===== src/rtl/prbs_err_window.sv =====
// rtl/prbs_err_window.sv - error-density window; flags loss when LOSS_THR errors land in WIN_LEN bits
module prbs_err_window #(
  parameter int WIN_LEN  = 31,
  parameter int LOSS_THR = 4
) (
  input  logic clk,
  input  logic rst,
  input  logic advance,
  input  logic err,
  input  logic clear,
  output logic loss
);

  localparam int PW = (WIN_LEN > 1) ? $clog2(WIN_LEN) : 1;
  localparam int EW = $clog2(LOSS_THR + 1);

  logic [PW-1:0] win_pos_q, win_pos_d;
  logic [EW-1:0] win_err_q, win_err_d;
  logic [EW-1:0] err_sum;

  // win_err_q never holds LOSS_THR, so the sum always fits in EW bits.
  assign err_sum = win_err_q + EW'(err);
  assign loss    = advance && !clear && (err_sum >= EW'(LOSS_THR));

  always_comb begin
    win_pos_d = win_pos_q;
    win_err_d = win_err_q;
    if (clear) begin
      win_pos_d = '0;
      win_err_d = '0;
    end else if (advance) begin
      if (loss || (win_pos_q == PW'(WIN_LEN - 1))) begin
        win_pos_d = '0;
        win_err_d = '0;
      end else begin
        win_pos_d = win_pos_q + PW'(1);
        win_err_d = err_sum;
      end
    end
  end

  always_ff @(posedge clk) begin
    if (rst) begin
      win_pos_q <= '0;
      win_err_q <= '0;
    end else begin
      win_pos_q <= win_pos_d;
      win_err_q <= win_err_d;
    end
  end

endmodule


===== config.mk =====
export PLATFORM = sky130hd
export DESIGN_NAME = prbs_err_window
export DESIGN_NICKNAME = d
export VERILOG_FILES = /design/src/rtl/prbs_err_window.sv
export SDC_FILE = /design/constraint.sdc
export NUM_CORES = 1
export LEC_CHECK = 0
export ABC_CLOCK_PERIOD_IN_PS = 2710
export BUFFER_PORTS_ARGS = -buffer_cell sky130_fd_sc_hd__buf_4
export CORE_MARGIN = 2
export CORE_UTILIZATION = 30
export DETAILED_ROUTE_END_ITERATION = 6
export PLACE_DENSITY = 0.56
export SLEW_MARGIN = 40
export SYNTH_ARGS = -nofsm -noshare
export SYNTH_HDL_FRONTEND = slang
export SYNTH_SLANG_ARGS = --single-unit

===== constraint.sdc =====
create_clock -name clk -period 2.71 [get_ports clk]
set_input_delay 0.542 -clock clk [delete_from_list [all_inputs] [get_ports clk]]
set_output_delay 0.542 -clock clk [all_outputs]
set_load 0.01 [all_outputs]

==> flow_metrics.py, run 1 <==
metrics = {
    "cts": {
        "clockBufferDepth": 2,
        "cts.repair.resized": 0,
        "insertion_delay_ps": 260,
        "clock-sinks": 8,
        "cts.hold.buffers_added": 0,
        "cts_inserted_buffers": 3,
        "root_buffer": "clkbuf_4",
        "htreeDepth": 1,
        "cts_tree": "built",
        "clkTransAtPathRegs_ps": 50,
        "postCtsSetupBuffers": 0,
    },
    "run_status": {
        "run_status": "finished clean",
    },
    "detailed_routing": {
        "drc_errors": 0,
        "vias_per_cell": 5.16,
        "totalWireLength_um": 807,
        "routed-via-count": 356,
        "wl_per_cell_um": 11.7,
        "first_pass_iters": 4,
        "ant_nets": 0,
        "first_iter_violations": 1,
    },
    "worst_setup_path": {
        "worstSetupPathType": "in2out",
        "cpPeakStageDelay_ps": 290,
        "worstPathRequired_ps": 2170,
        "crit_path_end_kind": "primary output",
        "slowest_stage": "xnor2_2",
        "cp_cell_sequence": "buf_4 -> ha_1 -> ha_1 -> xnor2_2 -> nor2_1 -> buf_4",
        "arrival_ps": 1560,
        "critPathMaxFanout": 5,
        "worst_setup_path_start_kind": "input port",
    },
    "yosys": {
        "synth.area.top_cells": "dfxtp_1 34%, ha_1 11%, o2111ai_1 5.6%, a211oi_2 5.3%, nand3b_1 4.8%",
        "syn_inst": 47,
        "synthXorXnorAreaFrac_pct": 7.18,
        "synth.avg_cell_area_sq_um": 10.0,
        "synth-async-reset-ratio_pct": 0,
        "synthMuxAreaShare_pct": 0,
        "yosysWarnings": 0,
        "yosys.area_share.simple_pct": 20.5,
        "synth_seq_cells": 8,
        "yosysMostFrequentCell": "dfxtp_1",
        "synth_cell_types": 20,
        "synth_fa_ha_area_share_pct": 10.6,
        "yosys.area.top_type": "dfxtp_1",
        "synth_top_family_by_area": "compound AO/OA/AOI/OAI gates",
        "yosysSeqAreaShare_pct": 34.0,
        "syn_area_sq_um": 470,
        "synth_edf_count": 0,
        "synth_common_cells": "8 x dfxtp_1, 4 x ha_1, 4 x inv_1",
        "synth.net_count": 56,
        "synth-compound-area-share_pct": 22.3,
        "synth-main-ff-cell": "dfxtp_1",
        "synth_top_area_share_pct": 34.0,
    },
    "global_route": {
        "overflow": 0,
        "grt_usage_pct": 10.1,
        "grt_pass1_wl_mm": 1.39,
        "grt_pass1_vias": 344,
        "grt_antenna_before_repair": 0,
        "grt_max_degree": 17,
    },
    "sta": {
        "fin_crit_ps": 2100,
        "finClkSkew_ps": 3.14,
        "slew_violations": 0,
        "setup_slack_ps": 606,
        "finalHoldViolCount": 0,
        "period_share_pct": 77.7,
        "max_freq_mhz": 475,
        "setup_violations": 0,
        "rsz0062_at_grt": "no",
        "setup_tns_ps": 0,
        "whs_ps": 475,
        "worst_pin_slew_ps": 501,
        "max-slew-margin-rel_pct": 66.6,
    },
    "floorplan": {
        "fp.dieArea_sq_um": 1900,
        "die_h_um": 43.6,
        "core_sq_um": 1490,
        "ios": 6,
        "initial_core_util_pct": 31.6,
        "fp.dieW_um": 43.6,
        "fp-row-count": 14,
    },
    "power": {
        "power.density_nw_per_um2": 430,
        "peakVddDrop_v": 0.000278,
        "p_leak_uw": 0.000185,
    },
    "final_layout": {
        "n_fill_cell": 149,
        "fin_cells": 69,
        "insertedDiodeCount": 0,
        "area_growth_pct": 14.9,
        "final_net_count": 64,
        "final_core_util_pct": 36.3,
        "layout-drive-gt1-share_pct": 26.4,
    },
    "placement": {
        "placedCellCount": 66,
        "dp_slack_ps": 597,
        "dp_hpwl_um": 579,
        "routabilityCongestion": 0.703,
        "numPortBuffers": 5,
    },
    "min_path": {
        "hold_class": "reg2reg",
    },
    "flow_run": {
        "cap_violations": 0,
    },
}
cells by family (layout without fill, tap and decap cells):
logic type	after synthesis	after routing
AOI/OAI and AO/OA	11	11
xor gates and xnor gates	3	3
adders and majority gates	4	4
buffers and inverters	6	12
DFF	8	8
and+or+nand+nor	15	15
metrics by stage:
step                      cell area [sq um]  total power, uW
after detailed placement                518              143
final                                   541              232
after global placement                  518              142
after CTS                               541              236
after global routing                    541              245
after floorplan                         470              135
sequential cells by signal (all words and copies together) (netlist names):
| signal | cells |
|---|---|
| win_err_q | 3 |
| win_pos_q | 5 |
path summary, 6_finish.rpt:
kind / startpoint / end / slack, ps / cells past startpoint
setup / recovery: err / loss / 610 / 6
hold / removal: win_err_q[1]$_SDFFE_PP0P_ / win_err_q[1]$_SDFFE_PP0P_ / 480 / 2
setup reg to reg: win_err_q[0]$_SDFFE_PP0P_ / win_pos_q[3]$_SDFFE_PP0P_ / 1300 / 5
hold reg to reg: win_err_q[1]$_SDFFE_PP0P_ / win_err_q[1]$_SDFFE_PP0P_ / 480 / 2
worst max-delay path, delay by kind of cell:
family	cells	cell delay (ps)
xor gates and xnor gates	1	290
adders and majority gates	2	400
buffers and inverters	2	260
and+or+nand+nor	1	70
power by group:
| group | total (uW) | switching, uW | internal (uW) | leakage [uW] |
|---|---|---|---|---|
| Sequential | 121 | 1.27 | 119 | 0.0000647 |
| Combinational | 19.3 | 11.2 | 8.04 | 0.000107 |
| Clock | 92.3 | 41.6 | 50.7 | 0.0000138 |
| Total | 232 | 54.1 | 178 | 0.000185 |
per-layer routing:
metal | GRT usage [%] | routed length, um
met1 | 12.9 | 413
met2 | 14.4 | 349
met3 | 2.50 | 18
met4 | 7.27 | 25
met5 | 0 | 0
layout by cell type (no fill, tap or decap), drive strengths merged, types with 2 or more instances in the layout:
cell	instances
a211oi	2
buf	5
clkbuf	3
dfxtp	8
ha	4
inv	4
nand2b	3
nand3	2
nand3b	3
nand4	3
nor2	2
o2111ai	3
o21ai	3
xor2	2
cell type report:
class	instances	area (sq um)	area share, %
Multi-Input combinational cell	33	285	52.8
Tap cell	16	20.0	3.70
Timing Repair Buffer	5	37.5	6.94
Sequential cell	8	160	29.6
Inverter	4	15.0	2.78
Clock buffer	3	22.5	4.17
No activity file was read; power rests on OpenSTA's default activity.
==> run 2: changes to the inputs <==
--- a/config.mk
+++ b/config.mk
@@ -5,7 +5,8 @@
 export SDC_FILE = /design/constraint.sdc
 export NUM_CORES = 1
 export LEC_CHECK = 0
-export ABC_CLOCK_PERIOD_IN_PS = 2710
+export ABC_AREA = 1
+export ABC_CLOCK_PERIOD_IN_PS = 2100
 export BUFFER_PORTS_ARGS = -buffer_cell sky130_fd_sc_hd__buf_4
 export CORE_MARGIN = 2
 export CORE_UTILIZATION = 30
==> constraint.sdc (replaced) <==
create_clock -name clk -period 2.1 [get_ports clk]
set_input_delay 0.42 -clock clk [delete_from_list [all_inputs] [get_ports clk]]
set_output_delay 0.42 -clock clk [all_outputs]
set_load 0.01 [all_outputs]
==> run 2 against run 1 <==
Compared with the run above: final area fell by 10%; critical endpoint unchanged; via count fell by 15%; wire length fell by 25%; core utilization rose by 0.91 points.
==> flow_metrics.py, run 2 <==
metrics = {
    "sta": {
        "setup_tns_ps": 0,
        "rsz0062_at_grt": "no",
        "setup_violations": 0,
        "slew_violations": 0,
        "finalHoldViolCount": 0,
        "fin_crit_ps": 1730,
        "max-slew-margin-rel_pct": 87.3,
        "worst_pin_slew_ps": 190,
        "max_freq_mhz": 577,
        "whs_ps": 481,
        "finClkSkew_ps": 5.33,
        "period_share_pct": 82.5,
    },
    "cts": {
        "root_buffer": "clkbuf_4",
        "cts_tree": "built",
        "clock-sinks": 8,
        "cts_inserted_buffers": 3,
        "postCtsSetupBuffers": 0,
        "cts.hold.buffers_added": 0,
        "cts.repair.resized": 0,
        "htreeDepth": 1,
        "clockBufferDepth": 2,
        "clkTransAtPathRegs_ps": 60,
        "insertion_delay_ps": 260,
    },
    "final_layout": {
        "final_common_cell": "nor2_1",
        "area_growth_pct": 16.2,
        "insertedDiodeCount": 0,
        "final_net_count": 68,
        "layout-drive-gt1-share_pct": 19.3,
        "mostFrequentLayoutCells": "11 x nor2_1, 8 x nand2_1, 8 x dfxtp_1",
        "regMostFlops": "win_pos_q",
        "top_regs": "win_pos_q: 5 flops, win_err_q: 3 flops",
        "largest_reg_flops": 5,
        "n_fill_cell": 146,
    },
    "detailed_routing": {
        "highest_layer": "met4",
        "wl_per_cell_um": 8.39,
        "first_iter_violations": 8,
        "routed-wl-met2_um": 216,
        "drt-met1-wl_um": 308,
        "totalWireLength_um": 604,
        "wl_met3_um": 53,
        "routed-via-count": 304,
        "vias_per_cell": 4.22,
        "ant_nets": 0,
        "drc_errors": 0,
        "first_pass_iters": 4,
    },
    "worst_setup_path": {
        "worst_setup_path_start_kind": "flop",
        "arrival_ps": 1310,
        "crit_path_end_kind": "primary output",
        "worstPathRequired_ps": 1680,
        "cp_cell_sequence": "ha_1 -> ha_1 -> inv_1 -> nand2_1 -> nand3_1 -> inv_1 -> buf_4",
        "crit_family": "adder cells",
        "cp_num_buf_inv": 3,
        "worstSetupPathType": "reg2out",
        "cpPeakStageDelay_ps": 310,
        "slowest_stage": "dfxtp_1",
        "critPathMaxFanout": 2,
    },
    "yosys": {
        "syn_inst": 50,
        "yosys.area.top_type": "dfxtp_1",
        "synth_cell_types": 15,
        "synth_seq_cells": 8,
        "yosysSeqAreaShare_pct": 38.4,
        "syn_area_sq_um": 417,
        "synth_common_cells": "11 x nor2_1, 8 x dfxtp_1, 8 x nand2_1",
        "synth.area.top_cells": "dfxtp_1 38%, ha_1 12%, nor2_1 9.9%, nand2_1 7.2%, xor2_1 6.3%",
        "yosysMostFrequentCell": "nor2_1",
        "synth-async-reset-ratio_pct": 0,
        "synth.net_count": 59,
        "synth_top_area_share_pct": 38.4,
        "synth-main-ff-cell": "dfxtp_1",
        "synth.avg_cell_area_sq_um": 8.33,
        "yosysWarnings": 0,
        "synth_edf_count": 0,
    },
    "power": {
        "p_leak_uw": 0.000244,
        "power.density_nw_per_um2": 620,
        "peakVddDrop_v": 0.000219,
    },
    "global_route": {
        "grt_usage_pct": 10.3,
        "overflow": 0,
        "grt_pass1_wl_um": 986,
        "grt_pass1_vias": 248,
        "grt_max_degree": 13,
        "grt_antenna_before_repair": 0,
    },
    "flow_run": {
        "cap_violations": 0,
    },
    "floorplan": {
        "ios": 6,
        "fp.dieArea_sq_um": 1700,
        "fp.dieW_um": 41.3,
        "initial_core_util_pct": 32.0,
        "fp-row-count": 13,
        "core_sq_um": 1300,
        "die_h_um": 41.3,
    },
    "run_status": {
        "run_status": "finished clean",
    },
    "placement": {
        "numPortBuffers": 5,
        "routabilityCongestion": 0.669,
        "dp_hpwl_um": 444,
    },
    "min_path": {
        "hold_class": "in2reg",
    },
}
-- run 2: cell count changes in the layout (fill, tap and decap cells not counted), moves of 2 or more --
cell and delta:
a211oi_2 -2, mux2i_1 +2, nand2_1 +8, nand2b_1 -3, nand3b_1 -3, nor2_1 +9, o2111ai_1 -3, o21ai_1 -2
-- run 2: cell type report --
type / count / area (sq um) / area share, %
multi-input combinational: 36 / 226 / 46.8
sequential: 8 / 160 / 33.1
timing repair buffer: 5 / 37.5 / 7.75
clock buffer: 3 / 22.5 / 4.65
inverter: 5 / 18.8 / 3.88
tap: 15 / 18.8 / 3.88
-- run 2: through the flow --
step	std cells	utilization, %	area [sq um]	total power, uW	setup slack (ps)
finish	72	37.2	484	300	368
global route	72	37.2	484	319	281
CTS	72	37.2	484	307	352
detailed placement	69	35.5	462	184	384
global placement	69	35.5	462	184	384
floorplan	50	-	417	177	644
-- run 2: final timing paths --
| path | depth (start not counted) | from | slack, ps | to |
|---|---|---|---|---|
| setup / recovery | 7 | win_err_q[0]$_SDFFE_PP0P_ | 370 | loss |
| hold reg to reg | 2 | win_err_q[1]$_SDFFE_PP0P_ | 520 | win_err_q[1]$_SDFFE_PP0P_ |
| hold / removal | 4 | rst | 480 | win_err_q[2]$_SDFFE_PP0P_ |
| setup reg to reg | 8 | win_err_q[0]$_SDFFE_PP0P_ | 840 | win_pos_q[2]$_SDFFE_PP0P_ |
-- run 2: routing by layer --
metal  global-route usage [%]  vias to the layer above
li1                         -                      175
met1                     11.4                      117
met4                     9.68                        0
met5                        0                        -
met2                     11.7                        8
met3                     8.15                        4
-- run 2: tightest hold or removal path: cells and delay by family --
kind,cells,cell delay [ps]
buffers and inverters,1,80
AND/OR/NAND/NOR,3,200
-- run 2: cell families after synthesis --
kind of cell	Yosys count	synth area share (%)
buf+inv	6	7.21
mux	2	4.80
xor+xnor	3	6.31
fa+ha+maj	4	12.0
compound gates	2	2.70
simple gates	25	28.5
flops	8	38.4
-- run 2: report_power, final --
part / internal (uW) / leakage [uW] / switching, uW / total (uW)
clock: 65.5 / 0.0000138 / 54.1 / 120
combinational: 11.2 / 0.000166 / 12.5 / 23.8
sequential: 155 / 0.0000648 / 2.36 / 157
total: 231 / 0.000244 / 69.0 / 300
